--- src/rtl/ecc_pkg.sv ---
// Shared definitions for the ECC APB register bank: register map, STATUS
// bit positions, controller mode encodings and the op sequencer state type.
package ecc_pkg;

    localparam int unsigned ADDR_CTRL     = 'h00;
    localparam int unsigned ADDR_DATA_IN  = 'h04;
    localparam int unsigned ADDR_CW       = 'h08;
    localparam int unsigned ADDR_NOISE    = 'h0C;
    localparam int unsigned ADDR_DATA_OUT = 'h10;
    localparam int unsigned ADDR_STATUS   = 'h14;
    localparam int unsigned ADDR_IRQ_CLR  = 'h18;

    localparam int STAT_BUSY     = 0;
    localparam int STAT_DONE     = 1;
    localparam int STAT_TIMEOUT  = 2;
    localparam int STAT_NERR_LO  = 3;
    localparam int STAT_BAD_MODE = 5;

    localparam logic [1:0] MODE_ENC  = 2'b00;
    localparam logic [1:0] MODE_DEC  = 2'b01;
    localparam logic [1:0] MODE_FULL = 2'b10;
    localparam logic [1:0] MODE_BAD  = 2'b11;

    typedef enum logic [1:0] {
        OP_IDLE  = 2'd0,
        OP_START = 2'd1,
        OP_WAIT  = 2'd2
    } op_state_t;

endpackage

--- src/rtl/ecc_op_sequencer.sv ---
// Operation sequencer: launches one controller operation, waits for its
// completion strobe and declares a timeout if none arrives in time.
module ecc_op_sequencer
    import ecc_pkg::*;
#(
    parameter int TIMEOUT_CYCLES = 64
) (
    input  logic      clk,
    input  logic      reset,
    input  logic      i_launch,
    input  logic      i_operation_done,
    input  logic [1:0] i_mode,
    output logic      o_ctrl_ready,
    output logic      o_busy,
    output logic      o_capture,
    output logic      o_timeout_set,
    output op_state_t o_state
);

    localparam int CNT_W = (TIMEOUT_CYCLES > 2) ? $clog2(TIMEOUT_CYCLES) : 1;

    op_state_t        r_state;
    logic [CNT_W-1:0] r_cnt;
    logic             r_ctrl_ready;
    logic             w_in_wait;

    assign w_in_wait     = (r_state == OP_WAIT);
    // Completion wins over a timeout landing on the same cycle.
    assign o_capture     = w_in_wait & i_operation_done;
    assign o_timeout_set = w_in_wait & ~i_operation_done &
                           (r_cnt == CNT_W'(TIMEOUT_CYCLES - 1));
    assign o_busy        = (r_state != OP_IDLE);
    assign o_ctrl_ready  = r_ctrl_ready;
    assign o_state       = r_state;

    always_ff @(posedge clk) begin
        if (reset) begin
            r_state      <= OP_IDLE;
            r_cnt        <= '0;
            r_ctrl_ready <= 1'b0;
        end else begin
            case (r_state)
                OP_IDLE: begin
                    r_ctrl_ready <= 1'b0;
                    if (i_launch && (i_mode != MODE_BAD)) begin
                        r_state      <= OP_START;
                        r_ctrl_ready <= 1'b1;
                    end
                end
                OP_START: begin
                    r_ctrl_ready <= 1'b0;
                    r_cnt        <= '0;
                    r_state      <= OP_WAIT;
                end
                OP_WAIT: begin
                    r_ctrl_ready <= 1'b0;
                    if (o_capture || o_timeout_set) begin
                        r_state <= OP_IDLE;
                    end else begin
                        r_cnt <= r_cnt + 1'b1;
                    end
                end
                default: begin
                    r_state      <= OP_IDLE;
                    r_ctrl_ready <= 1'b0;
                end
            endcase
        end
    end

endmodule

--- src/rtl/ecc_apb_regfile.sv ---
// APB3 register bank driving the ECC controller operands, launching
// operations via CTRL writes and collecting results with an interrupt.
module ecc_apb_regfile
    import ecc_pkg::*;
#(
    parameter int AMBA_WORD      = 32,
    parameter int DATA_WIDTH     = 32,
    parameter int ADDR_WIDTH     = 5,
    parameter int TIMEOUT_CYCLES = 64
) (
    input  logic                  clk,
    input  logic                  reset,
    input  logic [ADDR_WIDTH-1:0] PADDR,
    input  logic                  PSEL,
    input  logic                  PENABLE,
    input  logic                  PWRITE,
    input  logic [AMBA_WORD-1:0]  PWDATA,
    output logic [AMBA_WORD-1:0]  PRDATA,
    output logic                  PREADY,
    output logic                  PSLVERR,
    output logic [AMBA_WORD-1:0]  CTRL,
    output logic [AMBA_WORD-1:0]  DATA_IN,
    output logic [AMBA_WORD-1:0]  CODEWORD_WIDTH,
    output logic [AMBA_WORD-1:0]  NOISE,
    output logic                  CTRL_ready,
    input  logic [DATA_WIDTH-1:0] data_out,
    input  logic                  operation_done,
    input  logic [1:0]            num_of_errors,
    output logic                  irq
);

    logic [AMBA_WORD-1:0]  r_ctrl, r_data_in, r_cw, r_noise;
    logic [DATA_WIDTH-1:0] r_data_out;
    logic [1:0]            r_nerr;
    logic                  r_done, r_timeout, r_bad_mode, r_irq;

    logic [ADDR_WIDTH-1:0] w_addr;
    logic w_access, w_sel_ctrl, w_sel_data_in, w_sel_cw, w_sel_noise;
    logic w_sel_data_out, w_sel_status, w_sel_irq_clr;
    logic w_sel_operand, w_sel_ro, w_mapped, w_err, w_wr, w_protect;
    logic w_launch, w_busy, w_capture, w_timeout_set;
    logic w_done_nxt, w_timeout_nxt, w_unused;
    logic [AMBA_WORD-1:0] w_status, w_rdata;
    op_state_t w_op_state;

    assign w_unused = ^PADDR[1:0];
    assign w_access = PSEL & PENABLE;
    assign w_addr   = {PADDR[ADDR_WIDTH-1:2], 2'b00};

    assign w_sel_ctrl     = (w_addr == ADDR_WIDTH'(ADDR_CTRL));
    assign w_sel_data_in  = (w_addr == ADDR_WIDTH'(ADDR_DATA_IN));
    assign w_sel_cw       = (w_addr == ADDR_WIDTH'(ADDR_CW));
    assign w_sel_noise    = (w_addr == ADDR_WIDTH'(ADDR_NOISE));
    assign w_sel_data_out = (w_addr == ADDR_WIDTH'(ADDR_DATA_OUT));
    assign w_sel_status   = (w_addr == ADDR_WIDTH'(ADDR_STATUS));
    assign w_sel_irq_clr  = (w_addr == ADDR_WIDTH'(ADDR_IRQ_CLR));

    assign w_sel_operand = w_sel_ctrl | w_sel_data_in | w_sel_cw | w_sel_noise;
    assign w_sel_ro      = w_sel_data_out | w_sel_status;
    assign w_mapped      = w_sel_operand | w_sel_ro | w_sel_irq_clr;
    // Operands must stay frozen while the controller is using them.
    assign w_protect     = (w_op_state != OP_IDLE);

    assign w_err = ~w_mapped
                 | (PWRITE & w_sel_operand & w_protect)
                 | (PWRITE & w_sel_ro)
                 | (~PWRITE & w_sel_irq_clr);

    assign PREADY   = 1'b1;
    assign PSLVERR  = w_access & w_err;
    assign w_wr     = w_access & PWRITE & ~w_err;
    assign w_launch = w_wr & w_sel_ctrl;

    ecc_op_sequencer #(
        .TIMEOUT_CYCLES(TIMEOUT_CYCLES)
    ) u_seq (
        .clk             (clk),
        .reset           (reset),
        .i_launch        (w_launch),
        .i_operation_done(operation_done),
        .i_mode          (PWDATA[1:0]),
        .o_ctrl_ready    (CTRL_ready),
        .o_busy          (w_busy),
        .o_capture       (w_capture),
        .o_timeout_set   (w_timeout_set),
        .o_state         (w_op_state)
    );

    always_comb begin
        w_status                    = '0;
        w_status[STAT_BUSY]         = w_busy;
        w_status[STAT_DONE]         = r_done;
        w_status[STAT_TIMEOUT]      = r_timeout;
        w_status[STAT_NERR_LO+:2]   = r_nerr;
        w_status[STAT_BAD_MODE]     = r_bad_mode;
    end

    always_comb begin
        w_rdata = '0;
        if (w_access && !PWRITE && !w_err) begin
            if (w_sel_ctrl)     w_rdata = r_ctrl;
            if (w_sel_data_in)  w_rdata = r_data_in;
            if (w_sel_cw)       w_rdata = r_cw;
            if (w_sel_noise)    w_rdata = r_noise;
            if (w_sel_data_out) w_rdata = AMBA_WORD'(r_data_out);
            if (w_sel_status)   w_rdata = w_status;
        end
    end
    assign PRDATA = w_rdata;

    // Set beats clear when a completion lands alongside an IRQ_CLR write.
    always_comb begin
        w_done_nxt    = r_done;
        w_timeout_nxt = r_timeout;
        if (w_launch) begin
            w_done_nxt    = 1'b0;
            w_timeout_nxt = 1'b0;
        end
        if (w_wr && w_sel_irq_clr) begin
            if (PWDATA[STAT_DONE])    w_done_nxt    = 1'b0;
            if (PWDATA[STAT_TIMEOUT]) w_timeout_nxt = 1'b0;
        end
        if (w_capture)     w_done_nxt    = 1'b1;
        if (w_timeout_set) w_timeout_nxt = 1'b1;
    end

    always_ff @(posedge clk) begin
        if (reset) begin
            r_ctrl     <= '0;
            r_data_in  <= '0;
            r_cw       <= '0;
            r_noise    <= '0;
            r_data_out <= '0;
            r_nerr     <= '0;
            r_done     <= 1'b0;
            r_timeout  <= 1'b0;
            r_bad_mode <= 1'b0;
            r_irq      <= 1'b0;
        end else begin
            if (w_launch) begin
                r_ctrl     <= PWDATA;
                r_bad_mode <= (PWDATA[1:0] == MODE_BAD);
            end
            if (w_wr && w_sel_data_in) r_data_in <= PWDATA;
            if (w_wr && w_sel_cw)      r_cw      <= PWDATA;
            if (w_wr && w_sel_noise)   r_noise   <= PWDATA;
            if (w_capture) begin
                r_data_out <= data_out;
                r_nerr     <= (r_ctrl[1:0] == MODE_ENC) ? 2'b00 : num_of_errors;
            end
            r_done    <= w_done_nxt;
            r_timeout <= w_timeout_nxt;
            r_irq     <= w_done_nxt | w_timeout_nxt;
        end
    end

    assign CTRL           = r_ctrl;
    assign DATA_IN        = r_data_in;
    assign CODEWORD_WIDTH = r_cw;
    assign NOISE          = r_noise;
    assign irq            = r_irq;

endmodule
--- config.mk ---
export PLATFORM = sky130hd
export DESIGN_NAME = ecc_apb_regfile
export DESIGN_NICKNAME = d
export VERILOG_FILES = /design/src/rtl/ecc_pkg.sv /design/src/rtl/ecc_op_sequencer.sv /design/src/rtl/ecc_apb_regfile.sv
export SDC_FILE = /design/constraint.sdc
export NUM_CORES = 1
export LEC_CHECK = 0
export BUFFER_PORTS_ARGS = -buffer_cell sky130_fd_sc_hd__buf_4
export CORE_MARGIN = 1.5
export CORE_UTILIZATION = 34
export DETAILED_ROUTE_END_ITERATION = 10
export MAX_ROUTING_LAYER = met4
export SYNTH_ARGS = -nofsm -noshare
export SYNTH_HDL_FRONTEND = slang
export SYNTH_SLANG_ARGS = --single-unit
--- constraint.sdc ---
create_clock -name clk -period 3.8 [get_ports clk]
set_input_delay 0.38 -clock clk [delete_from_list [all_inputs] [get_ports clk]]
set_output_delay 0.38 -clock clk [all_outputs]
set_load 0.05 [all_outputs]
==> impl_metrics.env, run 1 <==
export IMPL_outcome="finished, violations left"
export IMPL_violations="DRC"
export IMPL_hold_buffers=0
export IMPL_fmax_ghz=0.362
export IMPL_fin_nets=1260
export IMPL_postCtsResizedCells=0
export IMPL_initial_utilization_pct=34.9
export IMPL_wl_per_cell_um=19.2
export IMPL_maxCapViolCount=0
export IMPL_avgSynthCellArea_um2=7.71
export IMPL_die_h_um=153
export IMPL_cp_end_kind="output port"
export IMPL_place_congestion=0.802
export IMPL_finalWorstSetupSlack_ns=1.04
export IMPL_syn2layout_area_growth_pct=33.8
export IMPL_required_ns=3.42
export IMPL_cp_start_kind="input pin"
export IMPL_yosys_area_top_type="dfxtp_1"
export IMPL_fin_util_pct=46.7
export IMPL_leakage_nw=3.95
export IMPL_wl_mm=28.3
export IMPL_period_share_pct=72.6
export IMPL_synth_edf_count=0
export IMPL_clkTransAtPathRegs_ns=0.07
export IMPL_first_iter_violations=529
export IMPL_clkLatencyLatePin_ns=0.43
export IMPL_chipWidth_um=153
export IMPL_synth_flop_cell="dfxtp_1"
export IMPL_synth_area_top_cells="dfxtp_1 46%, nand2_1 16%, a21oi_1 11%, mux2i_1 4.6%, o2bb2ai_1 3.7%"
export IMPL_power_density_nw_per_um2=392
export IMPL_routed_via_density=5.31
export IMPL_yosysWarnings=0
export IMPL_seq_area_frac_synth_pct=45.7
export IMPL_fin_crit_ns=2.76
export IMPL_synth_top_area_share_pct=45.7
export IMPL_ys_seq_elements=175
export IMPL_setup_tns_final_ns=0
export IMPL_fin_skew_ns=0.00929
export IMPL_path_cells="buf_4 > nand2_1 > nor2_4 > buf_4 > a221oi_1 > nor3_1 > buf_4"
export IMPL_grt_max_degree=102
export IMPL_core_area_um2=22000
export IMPL_drc=18
export IMPL_antenna_left=0
export IMPL_synth_nets=1071
export IMPL_dieArea_um2=23400
export IMPL_worstSetupPathType="input pin to output port"
export IMPL_async_reset_ff_share_pct=0
export IMPL_slew_headroom_pct=19.5
export IMPL_cts_tree="yes"
export IMPL_row_count=54
export IMPL_synth_area_um2=7660
export IMPL_grt_pass1_vias=7461
export IMPL_grt_usage_pct=24.7
export IMPL_numPortBuffers=237
export IMPL_finalHoldViolations=0
export IMPL_rsz0062_at_grt="false"
export IMPL_finalSetupViolations=0
export IMPL_cts_buffers=17
export IMPL_gr_total_overflow=0
export IMPL_hold_class="input pin to flip-flop"
export IMPL_max_vdd_ir_drop_v=0.000266
export IMPL_postCtsSetupBuffers=0
export IMPL_synth_cell_types=44
export IMPL_dp_slack_ns=1.06
export IMPL_firstDrtPassIters=10
export IMPL_clockBufferDepth=2
export IMPL_grt_pass1_wl_mm=43.2
export IMPL_worstPathArrival_ns=2.38
export IMPL_ios=241
export IMPL_path_max_fanout=23
export IMPL_num_vias=7838
export IMPL_critical_path_slowest_cell="nor2_4"
export IMPL_hpwl_mm=18.4
export IMPL_clock_sinks=175
export IMPL_drive_gt1_share_pct=24.8
export IMPL_root_buffer="clkbuf_16"
export IMPL_n_antenna_cell=0
export IMPL_layout_common_cells="332 x nand2_1, 248 x buf_4, 175 x dfxtp_1"
export IMPL_cpPeakStageDelay_ns=0.47
export IMPL_antenna_found_initial=0
export IMPL_mostFrequentLayoutCell="nand2_1"
export IMPL_syn_inst=993
export IMPL_timing_final_max_slew_violations=0
export IMPL_tightest_slew_ns=1.20
export IMPL_htreeDepth=4
export IMPL_path_common_cell="buf_4"
-- state kept, by name, indices dropped and copies added, names as in the netlist, 2 cells and up --
register	count
CODEWORD_WIDTH	32
CTRL	32
DATA_IN	32
NOISE	32
r_data_out	32
u_seq.r_cnt	6
r_nerr	2
u_seq.o_state	2
-- layout make-up --
| type | count | area (um2) |
|---|---|---|
| sequential | 175 | 3500 |
| timing repair buffer | 252 | 1930 |
| tap | 280 | 350 |
| multi-input combinational | 728 | 3820 |
| clock buffer | 25 | 515 |
| inverter | 8 | 30.0 |
| fill | 2205 | 11700 |
| clock inverter | 7 | 98.8 |
-- synthesized netlist by cell type, types with 2 or more instances --
library cell / count
a211oi_1: 2
nor3_2: 2
nand2_1: 332
nand3_1: 9
nand2b_1: 3
o21ai_0: 2
o2bb2ai_1: 32
a21o_1: 6
nor2_1: 35
mux2i_1: 35
a311oi_1: 7
or3_1: 4
buf_4: 4
a21oi_1: 170
and3_1: 3
nor2b_1: 4
clkbuf_1: 50
buf_6: 3
dfxtp_1: 175
nand4b_1: 2
buf_1: 2
inv_1: 7
o211ai_1: 2
a222oi_1: 6
o2111ai_1: 3
a221oi_1: 26
o21ai_1: 2
nor3_1: 27
buf_2: 23
-- final timing paths --
check	end	depth (start not counted)	from	slack [ns]
hold reg to reg	r_data_out[30]	2	r_data_out[30]	0.45
setup / recovery	PRDATA[15]	7	PADDR[3]	1.04
setup reg to reg	CODEWORD_WIDTH[14]	4	u_seq.o_state[1]	1.54
hold / removal	r_data_out[3]	3	data_out[3]	0.19
-- where the power goes --
part | total, W | switching, W | internal (W) | leakage, nW
clock | 0.00183 | 0.000750 | 0.00108 | 0.300
combinational | 0.000330 | 0.000220 | 0.000110 | 2.24
sequential | 0.00185 | 0.00000943 | 0.00184 | 1.41
total | 0.00401 | 0.000979 | 0.00303 | 3.95
-- layer usage --
metal / up-vias / track usage (%) / wire length, um
met5: - / - / 0
met4: 0 / 7.70 / 505
met3: 29 / 4.48 / 1770
met2: 270 / 38.8 / 13400
met1: 3738 / 32.1 / 12700
li1: 3801 / - / -
-- metrics by stage --
stage	total power (W)	area (um2)	std cells	hold slack, ns
finish	0.00401	10200	1475	0.194
global route	0.00417	10200	1475	0.179
CTS	0.00404	10200	1475	0.180
detailed placement	0.00223	9630	1443	0.448
global placement	0.00222	9630	1443	0.443
floorplan	0.00207	7660	993	0.432
-- cell families after synthesis --
kind of cell	count (synthesis)	share of synthesized area, %
other	1	0.0490
DFF	175	45.7
and+or+nand+nor	428	22.8
AOI/OAI and AO/OA	263	21.4
adders and majority gates	1	0.163
muxes	35	4.57
buffers and inverters	90	5.28
-- critical path, delay by kind of cell --
kind	cells	cell delay [ns]
AOI/OAI and AO/OA	1	0.12
buffers and inverters	3	0.92
and+or+nand+nor	3	0.94
No activity file was read; power rests on OpenSTA's default activity.
==> inputs of run 2 (changes only) <==
==> constraint.sdc (replaced) <==
create_clock -name clk -period 2.25 [get_ports clk]
set_input_delay 0.225 -clock clk [delete_from_list [all_inputs] [get_ports clk]]
set_output_delay 0.225 -clock clk [all_outputs]
set_load 0.05 [all_outputs]
==> impl_metrics.env, run 2 (synthesized netlist as in run 1, its figures left out) <==
export IMPL_outcome="finished, violations left"
export IMPL_violations="DRC"
export IMPL_gr_total_overflow=0
export IMPL_die_h_um=153
export IMPL_mostFrequentLayoutCell="nand2_1"
export IMPL_htreeDepth=4
export IMPL_antenna_found_initial=0
export IMPL_path_max_fanout=14
export IMPL_cp_end_kind="output port"
export IMPL_ios=241
export IMPL_fin_crit_ns=2.13
export IMPL_hpwl_mm=19.1
export IMPL_fin_skew_ns=0.0118
export IMPL_maxCapViolCount=0
export IMPL_timing_final_max_slew_violations=0
export IMPL_postCtsSetupBuffers=0
export IMPL_clock_sinks=175
export IMPL_numPortBuffers=237
export IMPL_rsz0062_at_grt="true"
export IMPL_path_common_cell="buf_4"
export IMPL_cpPeakStageDelay_ns=0.60
export IMPL_worstSetupPathType="input pin to output port"
export IMPL_fin_area_um2=10600
export IMPL_placed_area_um2=9970
export IMPL_place_congestion=0.846
export IMPL_leakage_nw=4.07
export IMPL_finalSetupViolations=0
export IMPL_fmax_ghz=0.470
export IMPL_dieArea_um2=23400
export IMPL_power_density_nw_per_um2=627
export IMPL_tightest_slew_ns=1.17
export IMPL_cts_buffers=17
export IMPL_initial_utilization_pct=34.9
export IMPL_slew_headroom_pct=21.9
export IMPL_hold_class="input pin to flip-flop"
export IMPL_n_antenna_cell=0
export IMPL_grt_pass1_wl_mm=43.2
export IMPL_core_area_um2=22000
export IMPL_wl_mm=27.7
export IMPL_clockBufferDepth=2
export IMPL_max_vdd_ir_drop_v=0.000456
export IMPL_clkTransAtPathRegs_ns=0.07
export IMPL_row_count=54
export IMPL_syn2layout_area_growth_pct=37.7
export IMPL_grt_max_degree=81
export IMPL_stdcell_count=1500
export IMPL_cts_tree="yes"
export IMPL_clkLatencyLatePin_ns=0.43
export IMPL_grt_usage_pct=24.2
export IMPL_finalHoldViolations=0
export IMPL_hold_buffers=0
export IMPL_required_ns=2.03
export IMPL_period_share_pct=94.6
export IMPL_root_buffer="clkbuf_16"
export IMPL_firstDrtPassIters=8
export IMPL_critical_path_slowest_cell="o21ai_0"
export IMPL_cp_start_kind="input pin"
export IMPL_chipWidth_um=153
export IMPL_worstPathArrival_ns=1.90
export IMPL_path_buf_inv=4
export IMPL_drive_gt1_share_pct=28.8
export IMPL_total_power_w=0.00661
export IMPL_fin_nets=1285
export IMPL_num_vias=7736
export IMPL_layout_common_cells="331 x nand2_1, 271 x buf_4, 175 x dfxtp_1"
export IMPL_first_iter_violations=526
export IMPL_drc=18
export IMPL_fill_cells=2173
export IMPL_wl_per_cell_um=18.5
export IMPL_grt_pass1_vias=7506
export IMPL_hold_worst_slack_ns=0.0402
export IMPL_fin_util_pct=48.0
export IMPL_dp_cells=1468
export IMPL_routed_via_density=5.16
export IMPL_antenna_left=0
export IMPL_path_cells="buf_4 > buf_4 > inv_1 > o21ai_0 > a311oi_1 > buf_4"
export IMPL_crit_family="buffers and inverters"
[run 2: cell count changes in the layout (fill, tap and decap cells not counted), sizes merged]
cell / previous run / this run
inv: 9 / 11
clkinvlp: 1 / 3
clkinv: 3 / 6
buf: 252 / 277
clkbuf: 25 / 19
bufinv: 2 / 1
[run 2: final cells by class]
class | count | area [um2] | area share, %
clock buffer | 19 | 453 | 4.29
timing repair buffer | 277 | 2150 | 20.3
sequential | 175 | 3500 | 33.2
multi-input combinational | 728 | 3960 | 37.5
tap | 280 | 350 | 3.32
inverter | 8 | 30.0 | 0.285
clock inverter | 13 | 113 | 1.07
[run 2: routing by layer]
metal / part of all wire [%] / up-vias / GRT usage [%] / wire length [um]
li1: - / 3846 / - / -
met1: 43 / 3624 / 30.2 / 12000
met2: 49 / 247 / 40.2 / 13500
met3: 7.1 / 19 / 4.59 / 1960
met4: 1.1 / 0 / 5.74 / 293
met5: 0 / - / - / 0
[run 2: path summary, 6_finish.rpt]
path         slack (ns)  depth (start not counted)             start            end
max                0.12                          6          PADDR[3]      PRDATA[1]
min                0.04                          3       data_out[2]  r_data_out[2]
max reg2reg        0.30                          5  u_seq.o_state[1]        CTRL[9]
min reg2reg        0.45                          2         r_nerr[0]      r_nerr[0]
[run 2: metrics by stage]
step	setup slack [ns]	setup TNS, ns
after global routing	-0.00840	-0.00840
after detailed placement	-0.0105	-0.0105
after floorplan	-0.389	-2.17
final	0.121	0
after CTS	-0.000318	-0.000318
after global placement	0.0571	0
[run 2: power breakdown]
part | leakage (nW) | switching [W] | total [W] | internal, W
clock network | 0.276 | 0.00131 | 0.00289 | 0.00159
registers | 1.41 | 0.0000157 | 0.00313 | 0.00312
logic | 2.38 | 0.000381 | 0.000591 | 0.000210
[run 2: repair_timing]
| action | CTS | global route |
|---|---|---|
| pin swaps | 0 | 0 |
| endpoints found under the setup margin | 1 | 13 |
| gates resized for setup | 1 | 2 |
[run 2: worst min-delay path, cell delays in order]
cell     delay (ns)
buf_4          0.11
nand2_1        0.05
a21oi_1        0.05
==> inputs of run 3 (changes only) <==
--- a/config.mk
+++ b/config.mk
@@ -10,6 +10,7 @@
 export CORE_UTILIZATION = 34
 export DETAILED_ROUTE_END_ITERATION = 10
 export MAX_ROUTING_LAYER = met4
+export REMOVE_ABC_BUFFERS = 1
 export SYNTH_ARGS = -nofsm -noshare
 export SYNTH_HDL_FRONTEND = slang
 export SYNTH_SLANG_ARGS = --single-unit
==> impl_metrics.env, run 3 (synthesized netlist as in run 1, its figures left out) <==
export IMPL_dr_wl_met3_mm=1.68
export IMPL_firstDrtPassIters=8
export IMPL_drc=17
export IMPL_hold_class="input pin to flip-flop"
export IMPL_hpwl_mm=19.5
export IMPL_htreeDepth=4
export IMPL_row_count=54
export IMPL_period_share_pct=95.8
export IMPL_finalWorstSetupSlack_ns=0.0936
export IMPL_routed_via_density=5.25
export IMPL_numPortBuffers=237
export IMPL_required_ns=2.03
export IMPL_finalHoldViolations=0
export IMPL_layout_common_cells="332 x nand2_1, 276 x buf_4, 175 x dfxtp_1"
export IMPL_clock_sinks=175
export IMPL_dp_slack_ns=0.0844
export IMPL_outcome="finished, violations left"
export IMPL_first_iter_violations=518
export IMPL_worstPathArrival_ns=1.93
export IMPL_chipWidth_um=153
export IMPL_postCtsResizedCells=0
export IMPL_timing_final_max_slew_violations=0
export IMPL_setup_tns_final_ns=0
export IMPL_fmax_ghz=0.464
export IMPL_fin_skew_ns=0.00966
export IMPL_die_h_um=153
export IMPL_antenna_left=0
export IMPL_cts_buffers=17
export IMPL_n_antenna_cell=0
export IMPL_clkTransAtPathRegs_ns=0.07
export IMPL_initial_utilization_pct=34.9
export IMPL_path_max_fanout=26
export IMPL_gr_total_overflow=0
export IMPL_path_common_cell="buf_4"
export IMPL_grt_pass1_wl_mm=43.4
export IMPL_grt_max_degree=73
export IMPL_max_vdd_ir_drop_v=0.000388
export IMPL_ios=241
export IMPL_cp_start_kind="input pin"
export IMPL_wl_per_cell_um=18.7
export IMPL_drive_gt1_share_pct=27.0
export IMPL_slew_headroom_pct=40.5
export IMPL_place_congestion=0.845
export IMPL_top_layer="met4"
export IMPL_leakage_nw=4.10
export IMPL_worstSetupPathType="input pin to output port"
export IMPL_dp_cells=1474
export IMPL_fin_util_pct=47.8
export IMPL_cts_tree="yes"
export IMPL_finalSetupViolations=0
export IMPL_routed_wl_met2_mm=13.4
export IMPL_fin_crit_ns=2.16
export IMPL_hold_buffers=0
export IMPL_grt_pass1_vias=7493
export IMPL_syn2layout_area_growth_pct=37.1
export IMPL_wl_mm=28.2
export IMPL_path_buf_inv=3
export IMPL_clkLatencyLatePin_ns=0.43
export IMPL_rsz0062_at_grt="false"
export IMPL_tightest_slew_ns=0.890
export IMPL_dieArea_um2=23400
export IMPL_clockBufferDepth=2
export IMPL_crit_family="compound AO/OA/AOI/OAI gates"
export IMPL_reg2reg_slack_ns=0.40
export IMPL_power_density_nw_per_um2=628
export IMPL_grt_usage_pct=24.6
export IMPL_cpPeakStageDelay_ns=0.68
export IMPL_maxCapViolCount=0
export IMPL_path_cells="buf_4 > nor2_1 > buf_4 > o21ai_4 > nor3_1 > buf_4"
export IMPL_wl_met1_mm=12.5
export IMPL_root_buffer="clkbuf_16"
export IMPL_mostFrequentLayoutCell="nand2_1"
export IMPL_cp_end_kind="output port"
export IMPL_core_area_um2=22000
export IMPL_critical_path_slowest_cell="o21ai_4"
export IMPL_violations="DRC"
export IMPL_antenna_found_initial=0
export IMPL_stdcell_count=1508
export IMPL_num_vias=7921
export IMPL_fin_nets=1293
run 3: path summary, 6_finish.rpt:
check                        to  cells after the start             start
max                   PRDATA[6]                      6          PADDR[2]
min              r_data_out[30]                      3      data_out[30]
max reg2reg  CODEWORD_WIDTH[15]                      5  u_seq.o_state[0]
min reg2reg      r_data_out[20]                      2    r_data_out[20]
run 3: metrics by stage:
step           cell area (um2)  power [W]  hold WS [ns]
2_1_floorplan             7290    0.00341         0.294
3_3_place_gp              9930    0.00379         0.442
3_5_place_dp              9930    0.00380         0.447
4_1_cts                  10500    0.00664        0.0199
5_1_grt                  10500    0.00682        0.0226
6_report                 10500    0.00660        0.0381
run 3: layer usage:
metal / up-vias / track usage (%)
met1: 3727 / 31.7
li1: 3866 / -
met4: 0 / 7.94
met5: - / -
met3: 38 / 3.74
met2: 290 / 39.6
run 3: area by class of cell:
type	instances	area (um2)
Fill cell	2221	11500
Multi-Input combinational cell	728	3820
Sequential cell	175	3500
Timing Repair Buffer	285	2240
Clock buffer	18	439
Tap cell	280	350
Clock inverter	14	123
Inverter	8	30.0
run 3: power breakdown:
part / leakage (nW) / total, W / internal [W] / switching (W)
Sequential: 1.41 / 0.00313 / 0.00311 / 0.0000164
Combinational: 2.42 / 0.000599 / 0.000220 / 0.000380
Clock: 0.270 / 0.00287 / 0.00149 / 0.00138
Total: 4.10 / 0.00660 / 0.00482 / 0.00178
run 3: worst register-to-register path, cell delays in order (launching register included):
cell and delay [ns]:
dfxtp_1 0.36, or2_1 0.24, or4_2 0.65, buf_4 0.28, nand2_1 0.12, a21oi_1 0.06
run 3: what timing repair did:
action,in CTS,in global routing
setup buffers,0,2
hold endpoints to repair,0,0
setup endpoints to repair,0,2
